$ cat src/rtl/sound_sequencer.sv
// sound_sequencer: arbitrates game sound requests by priority and plays a fixed melody per event on the amplifier pins.
// Optional feature macro SND_MUTE_EN adds a mute input that silences audio/notshutdown while playback keeps running.
module sound_sequencer #(
  parameter int HP_W      = 16,
  parameter int DUR_W     = 6,
  parameter int GAP_TICKS = 1
) (
  input  logic       clk,
  input  logic       rst,
  input  logic       slowen,
  input  logic       wingame,
  input  logic       winrnd,
  input  logic       foul,
  input  logic       sypush,
`ifdef SND_MUTE_EN
  input  logic       mute,
`endif
  output logic       audio,
  output logic       gain,
  output logic       notshutdown,
  output logic       busy,
  output logic [1:0] cur_evt
);

  typedef enum logic [1:0] {S_IDLE, S_LOAD, S_PLAY, S_GAP} state_t;

  typedef struct packed {
    logic [HP_W-1:0]  hp;
    logic [DUR_W-1:0] dur;
    logic             last;
  } note_t;

  localparam logic [DUR_W-1:0] GAP_LAST = DUR_W'(GAP_TICKS - 1);

  function automatic note_t note_lookup(input logic [1:0] evt, input logic [1:0] idx);
    note_t n;
    n.hp   = HP_W'(6250);
    n.dur  = DUR_W'(2);
    n.last = 1'b1;
    case (evt)
      2'd3: begin
        n.last = (idx == 2'd3);
        case (idx)
          2'd0:    begin n.hp = HP_W'(23900); n.dur = DUR_W'(8);  end
          2'd1:    begin n.hp = HP_W'(18968); n.dur = DUR_W'(8);  end
          2'd2:    begin n.hp = HP_W'(15944); n.dur = DUR_W'(8);  end
          default: begin n.hp = HP_W'(11944); n.dur = DUR_W'(16); end
        endcase
      end
      2'd2: begin
        n.last = (idx != 2'd0);
        if (idx == 2'd0) begin
          n.hp  = HP_W'(23900);
          n.dur = DUR_W'(8);
        end else begin
          n.hp  = HP_W'(15944);
          n.dur = DUR_W'(16);
        end
      end
      2'd1: begin
        n.hp  = HP_W'(56818);
        n.dur = DUR_W'(24);
      end
      default: begin
        n.hp  = HP_W'(6250);
        n.dur = DUR_W'(2);
      end
    endcase
    return n;
  endfunction

  function automatic logic [1:0] top_evt(input logic [3:0] v);
    if (v[3])      return 2'd3;
    else if (v[2]) return 2'd2;
    else if (v[1]) return 2'd1;
    else           return 2'd0;
  endfunction

  state_t            state_q, state_d;
  logic [3:0]        pending_q, pending_d;
  logic [1:0]        evt_q, evt_d;
  logic [1:0]        idx_q, idx_d;
  logic [HP_W-1:0]   hp_q, hp_d;
  logic [HP_W-1:0]   tone_q, tone_d;
  logic [DUR_W-1:0]  dur_q, dur_d;
  logic [DUR_W-1:0]  gap_q, gap_d;
  logic              audio_q, audio_d;

  logic [3:0] req;
  logic [3:0] higher_mask;
  logic [1:0] grant_evt;
  logic       preempt;
  logic       grant;
  note_t      cur_note;

  assign req         = {wingame, winrnd, foul, sypush};
  assign higher_mask = 4'(4'b1110 << evt_q);
  assign preempt     = |(pending_q & higher_mask);
  assign grant_evt   = top_evt(pending_q);
  assign cur_note    = note_lookup(evt_q, idx_q);

  always_comb begin
    state_d   = state_q;
    pending_d = pending_q | req;
    evt_d     = evt_q;
    idx_d     = idx_q;
    hp_d      = hp_q;
    tone_d    = tone_q;
    dur_d     = dur_q;
    gap_d     = gap_q;
    audio_d   = 1'b0;
    grant     = 1'b0;

    unique case (state_q)
      S_IDLE: grant = |pending_q;
      S_LOAD: begin
        if (preempt) begin
          grant = 1'b1;
        end else begin
          hp_d    = cur_note.hp;
          dur_d   = cur_note.dur;
          tone_d  = '0;
          state_d = S_PLAY;
        end
      end
      S_PLAY: begin
        if (preempt) begin
          grant = 1'b1;
        end else begin
          if (tone_q == hp_q - HP_W'(1)) begin
            tone_d  = '0;
            audio_d = ~audio_q;
          end else begin
            tone_d  = tone_q + HP_W'(1);
            audio_d = audio_q;
          end
          if (slowen) begin
            if (dur_q <= DUR_W'(1)) begin
              audio_d = 1'b0;
              gap_d   = '0;
              if (cur_note.last) begin
                state_d = S_IDLE;
                evt_d   = 2'd0;
              end else begin
                state_d = S_GAP;
              end
            end else begin
              dur_d = dur_q - DUR_W'(1);
            end
          end
        end
      end
      S_GAP: begin
        if (preempt) begin
          grant = 1'b1;
        end else if (slowen) begin
          if (gap_q == GAP_LAST) begin
            idx_d   = idx_q + 2'd1;
            state_d = S_LOAD;
          end else begin
            gap_d = gap_q + DUR_W'(1);
          end
        end
      end
      default: state_d = S_IDLE;
    endcase

    // A request arriving on the grant edge re-arms its bit, so it is not lost.
    if (grant) begin
      state_d   = S_LOAD;
      evt_d     = grant_evt;
      idx_d     = 2'd0;
      audio_d   = 1'b0;
      pending_d = (pending_q & ~(4'(4'b0001 << grant_evt))) | req;
    end
  end

  always_ff @(posedge clk or negedge rst) begin
    if (!rst) begin
      state_q   <= S_IDLE;
      pending_q <= '0;
      evt_q     <= 2'd0;
      idx_q     <= 2'd0;
      hp_q      <= '0;
      tone_q    <= '0;
      dur_q     <= '0;
      gap_q     <= '0;
      audio_q   <= 1'b0;
    end else begin
      state_q   <= state_d;
      pending_q <= pending_d;
      evt_q     <= evt_d;
      idx_q     <= idx_d;
      hp_q      <= hp_d;
      tone_q    <= tone_d;
      dur_q     <= dur_d;
      gap_q     <= gap_d;
      audio_q   <= audio_d;
    end
  end

  assign busy    = (state_q != S_IDLE);
  assign gain    = busy & evt_q[1];
  assign cur_evt = busy ? evt_q : 2'd0;

`ifdef SND_MUTE_EN
  assign audio       = audio_q & ~mute;
  assign notshutdown = busy & ~mute;
`else
  assign audio       = audio_q;
  assign notshutdown = busy;
`endif

endmodule

$ cat config.mk
export PLATFORM = sky130hd
export DESIGN_NAME = sound_sequencer
export DESIGN_NICKNAME = d
export VERILOG_FILES = /design/src/rtl/sound_sequencer.sv
export SDC_FILE = /design/constraint.sdc
export NUM_CORES = 1
export LEC_CHECK = 0
export ABC_CLOCK_PERIOD_IN_PS = 5100
export CORE_ASPECT_RATIO = 1.4
export CORE_MARGIN = 2
export CORE_UTILIZATION = 27
export DETAILED_ROUTE_END_ITERATION = 12
export GPL_TIMING_DRIVEN = 0
export PLACE_DENSITY_LB_ADDON = 0.1
export SLEW_MARGIN = 40
export SYNTH_ARGS = -nofsm -noshare
export SYNTH_HDL_FRONTEND = slang
export SYNTH_SLANG_ARGS = --single-unit
$ cat constraint.sdc
create_clock -name clk -period 5.1 [get_ports clk]
set_input_delay 1.275 -clock clk [delete_from_list [all_inputs] [get_ports clk]]
set_output_delay 1.275 -clock clk [all_outputs]
set_load 0.1 [all_outputs]
==> run metrics, run 1 <==
result of the run finished clean; cell count of the worst reg-to-reg path 10; Sw Pwr 1.03 mW; post-detailed-route via-to-cell ratio 4.92; share of power burned in combinational logic 0.528; cell at the root of the clock tree clkbuf_16; static leakage 1.62 nW; antenna violations before repair 0; layout-stage area growth over the synthesis result 13.0%; area after detailed placement 3790 sq um; total routed wirelength 8.54 mm; maximum count of clock buffers along a single path 2; TNS Setup 0 ps; Top-Level Pins 13; terminus of the critical flop-to-flop path tone_q[13]; cell internal power dissipation 1.09 mW; minimum setup slack in the final design 1870 ps; share of post-route cells with drive strength above 1 0.122; Mean Syn Cell Area 8.93 sq um; final hold vios 0; detailed-placement wirelength estimate 6.57 mm; clk_lat worst skew 290 ps; GR Util met3 0.0182; placement row count 49; worst hold slack after final layout 508 ps; Port Buf Inserts 12; die footprint 13,800 sq um; weighted congestion at the end of routability-driven global placement 0.782; Util after Layout 0.309; Post-synth ARST share 1.00; Starting Density 0.273; drt first pass iters 4; met2 track demand over resource in global routing 0.238; residual overflow from global routing 0; number of violations reported at the end of detailed-routing iteration 0 78; worst hold path stage count 2; count of hold buffers inserted by post-cts repair 0; overall die height 138 um; achievable frequency 0.310 GHz; Synthesized Nets 418; number of standard cells in the layout, taps in and fillers out 564; startpoint class of the critical path flip-flop; slew margin rel. 0.492; class of the tightest hold or removal check reg2reg; clock skew 4.06 ps; data required time at the worst endpoint 5280 ps; area of the core 12,800 sq um; wire length of the first global-routing pass 14.2 mm; count of unique library cells instantiated by Yosys 61; final instance area 3940 sq um; pin count of the biggest net entering global routing 33; TritonCTS clock tree done; filler cell count in the final layout 1,353; Reg power frac 0.307; Maximum Capacitance Violations 0; number of enable-type register cells in the synthesized netlist 0; highest net fanout along the worst path 10; count of inserted antenna diode cells 0; Peak supply drop 0.000277 V; most frequent standard cell in the layout excluding fill and tap cells dfrtp_1; Hold Startpoint pending_q[0]; CP Class reg2reg; number of cells after detailed placement 556; global routing's busiest layer met2; pre-CTS setup slack 1850 ps; switching part of the total 0.486; Seq/Total Area, Yosys 0.374; capturing element type of the critical path flip-flop; post-cts gate resize count 0; number of global-route vias before repair 2,863; part of the power in the clock network 0.165; total via count in the routed design 2,775; setup repair after global routing missed its margin false; reg-to-reg setup timing slack 1870 ps; global routing usage summed across all routing layers 0.128; final critical-path share of the clock period 0.633; number of warnings printed during yosys synthesis 0; total number of clock tree sinks 52; detail-routed net length per standard cell 15.1 um; commonest non-fill, non-tap cells in the layout 52 x dfrtp_1, 42 x nand2_1, 34 x nor2_1; htree depth 2; nets@finish 438; Post-CTS Repair Setup Buffers 0; Die X-Extent 100 um; CTS Buf Count 5; Finish-stage setup viols 0; power density over cell area 538 nW/um^2; Min Clock Period, post-route 3230 ps; area of the mapped netlist 3480 sq um; M1 GR Usage 0.147; ANT nets after route 0; Arrival @ worst endpoint 3410 ps; DRC violation count after routing 0; register clock-pin slew on the reported worst setup and hold paths 70 ps; WHS Endpoint pending_q[0]; worst-margin pin slew 756 ps; r2r startpoint hp_q[1]; max-slew violations 0; number of storage elements in the synthesis netlist 52; synthesized instance count 390; Pwr Total 2.12 mW; dominant synthesized flop cell dfrtp_1
registers in the layout, summed over array words and instances (netlist names):
name	cells
tone_q	16
hp_q	13
dur_q	6
gap_q	6
pending_q	4
evt_q	2
idx_q	2
state_q	2
audio	1
Yosys cell counts (6+ instances only):
| cell type | n | share of area |
|---|---|---|
| ha_1 | 21 | 0.075 |
| mux2i_1 | 7 | 0.020 |
| dfrtp_1 | 52 | 0.37 |
| nor2_2 | 10 | 0.018 |
| nand2b_1 | 6 | 0.011 |
| xnor2_1 | 16 | 0.040 |
| nand2_1 | 42 | 0.045 |
| a21oi_1 | 12 | 0.017 |
| nand3_1 | 15 | 0.022 |
| o21ai_0 | 25 | 0.036 |
| inv_1 | 21 | 0.023 |
| nor3_1 | 15 | 0.022 |
| nor4_1 | 6 | 0.011 |
| xor2_1 | 12 | 0.030 |
| clkbuf_1 | 7 | 0.0075 |
| nor2_1 | 34 | 0.037 |
| nor2b_1 | 6 | 0.011 |
layer usage:
metal	up-vias	part of all wire
li1	1408	-
met1	1336	0.43
met2	22	0.53
met3	9	0.019
met4	0	0.021
met5	-	0
critical path, cell delays in order (launching register included):
cell,delay [ps]
dfrtp_1,420
inv_1,90
ha_1,210
or3b_2,500
or4_1,420
a211oi_1,250
nand4_1,220
o41ai_4,580
and2_1,210
buf_6,170
nor2_2,50
power groups by stage:
stage	clock network [mW]	registers [mW]	logic [mW]
after floorplan	0	0.617	0.876
after global placement	0	0.657	1.14
after detailed placement	0	0.659	1.14
after CTS	0.365	0.651	1.14
after global routing	0.376	0.671	1.25
final	0.350	0.649	1.12
worst max-delay path by stage:
stage                          start    endpoint  slack (ps)  depth (start not counted)
after floorplan           state_q[0]  cur_evt[1]        1360                          4
after global placement           rst    gap_q[1]         900                          1
after detailed placement     hp_q[1]  tone_q[12]        1850                         10
after CTS                    hp_q[1]  tone_q[13]        1830                         10
after global routing         hp_q[1]   tone_q[9]        1650                         10
final                        hp_q[1]  tone_q[13]        1870                         10
cells by family after synthesis:
family / after synthesis / share of synthesized area
and+or+nand+nor: 167 / 0.246
AOI/OAI and AO/OA: 77 / 0.156
DFF: 52 / 0.374
buffers and inverters: 35 / 0.0485
xor gates and xnor gates: 28 / 0.0704
adders and majority gates: 21 / 0.0754
muxes: 10 / 0.0298
final cells by class:
type                            count  area [sq um]  share of cell area
Buffer                             14          90.1              0.0229
Clock buffer                        8           146              0.0372
Inverter                           21          78.8              0.0200
Multi-Input combinational cell    303          2020               0.513
Sequential cell                    52          1300               0.331
Tap cell                          153           191              0.0486
Timing Repair Buffer               13           108              0.0273
Note: power is estimated with default switching activity, not from simulation.
==> run 2, diff against run 1 <==
- ABC_CLOCK_PERIOD_IN_PS: 5100 -> 2800
- clock period: 5.1 -> 2.8 ns (I/O delays scaled with it)
==> run metrics, run 2 (synthesized netlist as in run 1, its figures left out) <==
start point of the critical path hp_q[2]; total number of clock tree sinks 52; final hold vios 0; global routing usage summed across all routing layers 0.136; area after detailed placement 3790 sq um; drt first pass iters 4; TritonCTS clock tree done; worst-margin pin slew 657 ps; post-detailed-route via-to-cell ratio 4.99; class of the tightest hold or removal check in2async; highest net fanout along the worst path 6; cell count of the worst reg-to-reg path 10; final critical-path share of the clock period 1.04; Arrival @ worst endpoint 3100 ps; nets@finish 450; Reg power frac 0.280; r2r startpoint hp_q[2]; CP Class reg2reg; Finish-stage setup viols 16; layout-stage area growth over the synthesis result 21.6%; register clock-pin slew on the reported worst setup and hold paths 70 ps; placement row count 49; number of global-route vias before repair 2,953; residual overflow from global routing 0; setup repair after global routing missed its margin true; share of power burned in combinational logic 0.567; final instance area 4230 sq um; Min Clock Period, post-route 2910 ps; commonest non-fill, non-tap cells in the layout 51 x dfrtp_1, 42 x nand2_1, 32 x nor2_1; part of the power in the clock network 0.153; cell internal power dissipation 2.21 mW; number of violations reported at the end of detailed-routing iteration 0 102; slew margin rel. 0.549; weighted congestion at the end of routability-driven global placement 0.777; result of the run complete, but fails checks; clock skew 7.31 ps; share of post-route cells with drive strength above 1 0.210; Pwr Total 4.25 mW; static leakage 1.72 nW; number of flip-flops in the largest register 16; htree depth 2; reg-to-reg setup timing slack -110 ps; count of hold buffers inserted by post-cts repair 0; Top-Level Pins 13; switching part of the total 0.481; overall die height 138 um; Starting Density 0.273; capturing element type of the critical path flip-flop; max-slew violations 0; largest registers tone_q x16, hp_q x13; most frequent standard cell in the layout excluding fill and tap cells dfrtp_1; detail-routed net length per standard cell 15.6 um; count of inserted antenna diode cells 0; register with the highest flop count tone_q; Port Buf Inserts 12; violations in the final reports setup timing; data required time at the worst endpoint 2990 ps; power density over cell area 1000 nW/um^2; CTS Buf Count 5; ANT nets after route 0; Die X-Extent 100 um; Peak supply drop 0.000380 V; filler cell count in the final layout 1,341; terminus of the critical flop-to-flop path tone_q[14]; wire length of the first global-routing pass 15.1 mm; Maximum Capacitance Violations 0; maximum count of clock buffers along a single path 2; total via count in the routed design 2,874; DRC violation count after routing 0; clk_lat worst skew 290 ps; minimum setup slack in the final design -109 ps; detailed-placement wirelength estimate 6.56 mm; total routed wirelength 8.98 mm; startpoint class of the critical path flip-flop; cell at the root of the clock tree clkbuf_16; die footprint 13,800 sq um; pin count of the biggest net entering global routing 32; antenna violations before repair 0; achievable frequency 0.344 GHz; area of the core 12,800 sq um; Sw Pwr 2.04 mW
run 2: changes by cell type in the layout (fill, tap and decap cells not counted), sizes merged:
| cell | previous run | this run |
|---|---|---|
| clkbuf | 17 | 15 |
| buf | 13 | 27 |
run 2: layer usage:
metal | part of all wire | track usage | vias to the layer above | wire length [um]
li1 | - | - | 1435 | -
met1 | 0.42 | 0.155 | 1405 | 3790
met2 | 0.55 | 0.257 | 24 | 4920
met3 | 0.014 | 0.0187 | 10 | 122
met4 | 0.017 | 0.0389 | 0 | 151
met5 | 0 | 0 | - | 0
run 2: power by group through the flow:
| stage | logic, mW | registers (mW) | clock network, mW |
|---|---|---|---|
| 2_1_floorplan | 1.60 | 1.12 | 0 |
| 3_3_place_gp | 2.07 | 1.20 | 0 |
| 3_5_place_dp | 2.07 | 1.20 | 0 |
| 4_1_cts | 2.31 | 1.18 | 0.676 |
| 5_1_grt | 2.65 | 1.22 | 0.704 |
| 6_report | 2.41 | 1.19 | 0.650 |
run 2: worst max-delay path by stage:
stage | endpoint | slack (ps) | cells past startpoint
after floorplan | tone_q[0] | 30 | 9
after global placement | gap_q[1] | -800 | 1
after detailed placement | audio | -400 | 9
after CTS | tone_q[14] | -130 | 10
after global routing | tone_q[6] | -200 | 10
final | tone_q[14] | -110 | 10
run 2: cell type report:
cell class | instances | area, sq um | share of cell area
Inverter | 21 | 78.8 | 0.0186
Buffer | 12 | 92.6 | 0.0219
Multi-Input combinational cell | 303 | 2200 | 0.519
Clock buffer | 8 | 146 | 0.0346
Sequential cell | 52 | 1300 | 0.308
Timing Repair Buffer | 27 | 225 | 0.0532
Tap cell | 153 | 191 | 0.0452
run 2: timing repair:
item                       4_1_cts  5_1_grt
setup endpoints to repair       28       30
gates cloned                     2        0
pin swaps                       17       12
resized for setup               23       22
buffers inserted                 8        4
run 2: critical path: stages, from the launching register on:
cell and delay (ps):
dfrtp_1 410, or4_4 560, buf_6 150, or4_4 520
a21oi_4 180, nor3_4 80, o41ai_4 370, buf_6 170
and2_4 170, buf_8 130, nor2_2 50
run 2: stage by stage:
stage / instances / TNS, ps / util / hold WS, ps / setup WS (ps)
floorplan: 390 / 0 / - / 404 / 34.3
global placement: 555 / -48440 / 0.298 / 494 / -805
detailed placement: 556 / -5590 / 0.297 / 495 / -403
CTS: 573 / -1730 / 0.322 / 300 / -129
global route: 576 / -2780 / 0.332 / 312 / -196
finish: 576 / -1290 / 0.332 / 294 / -109
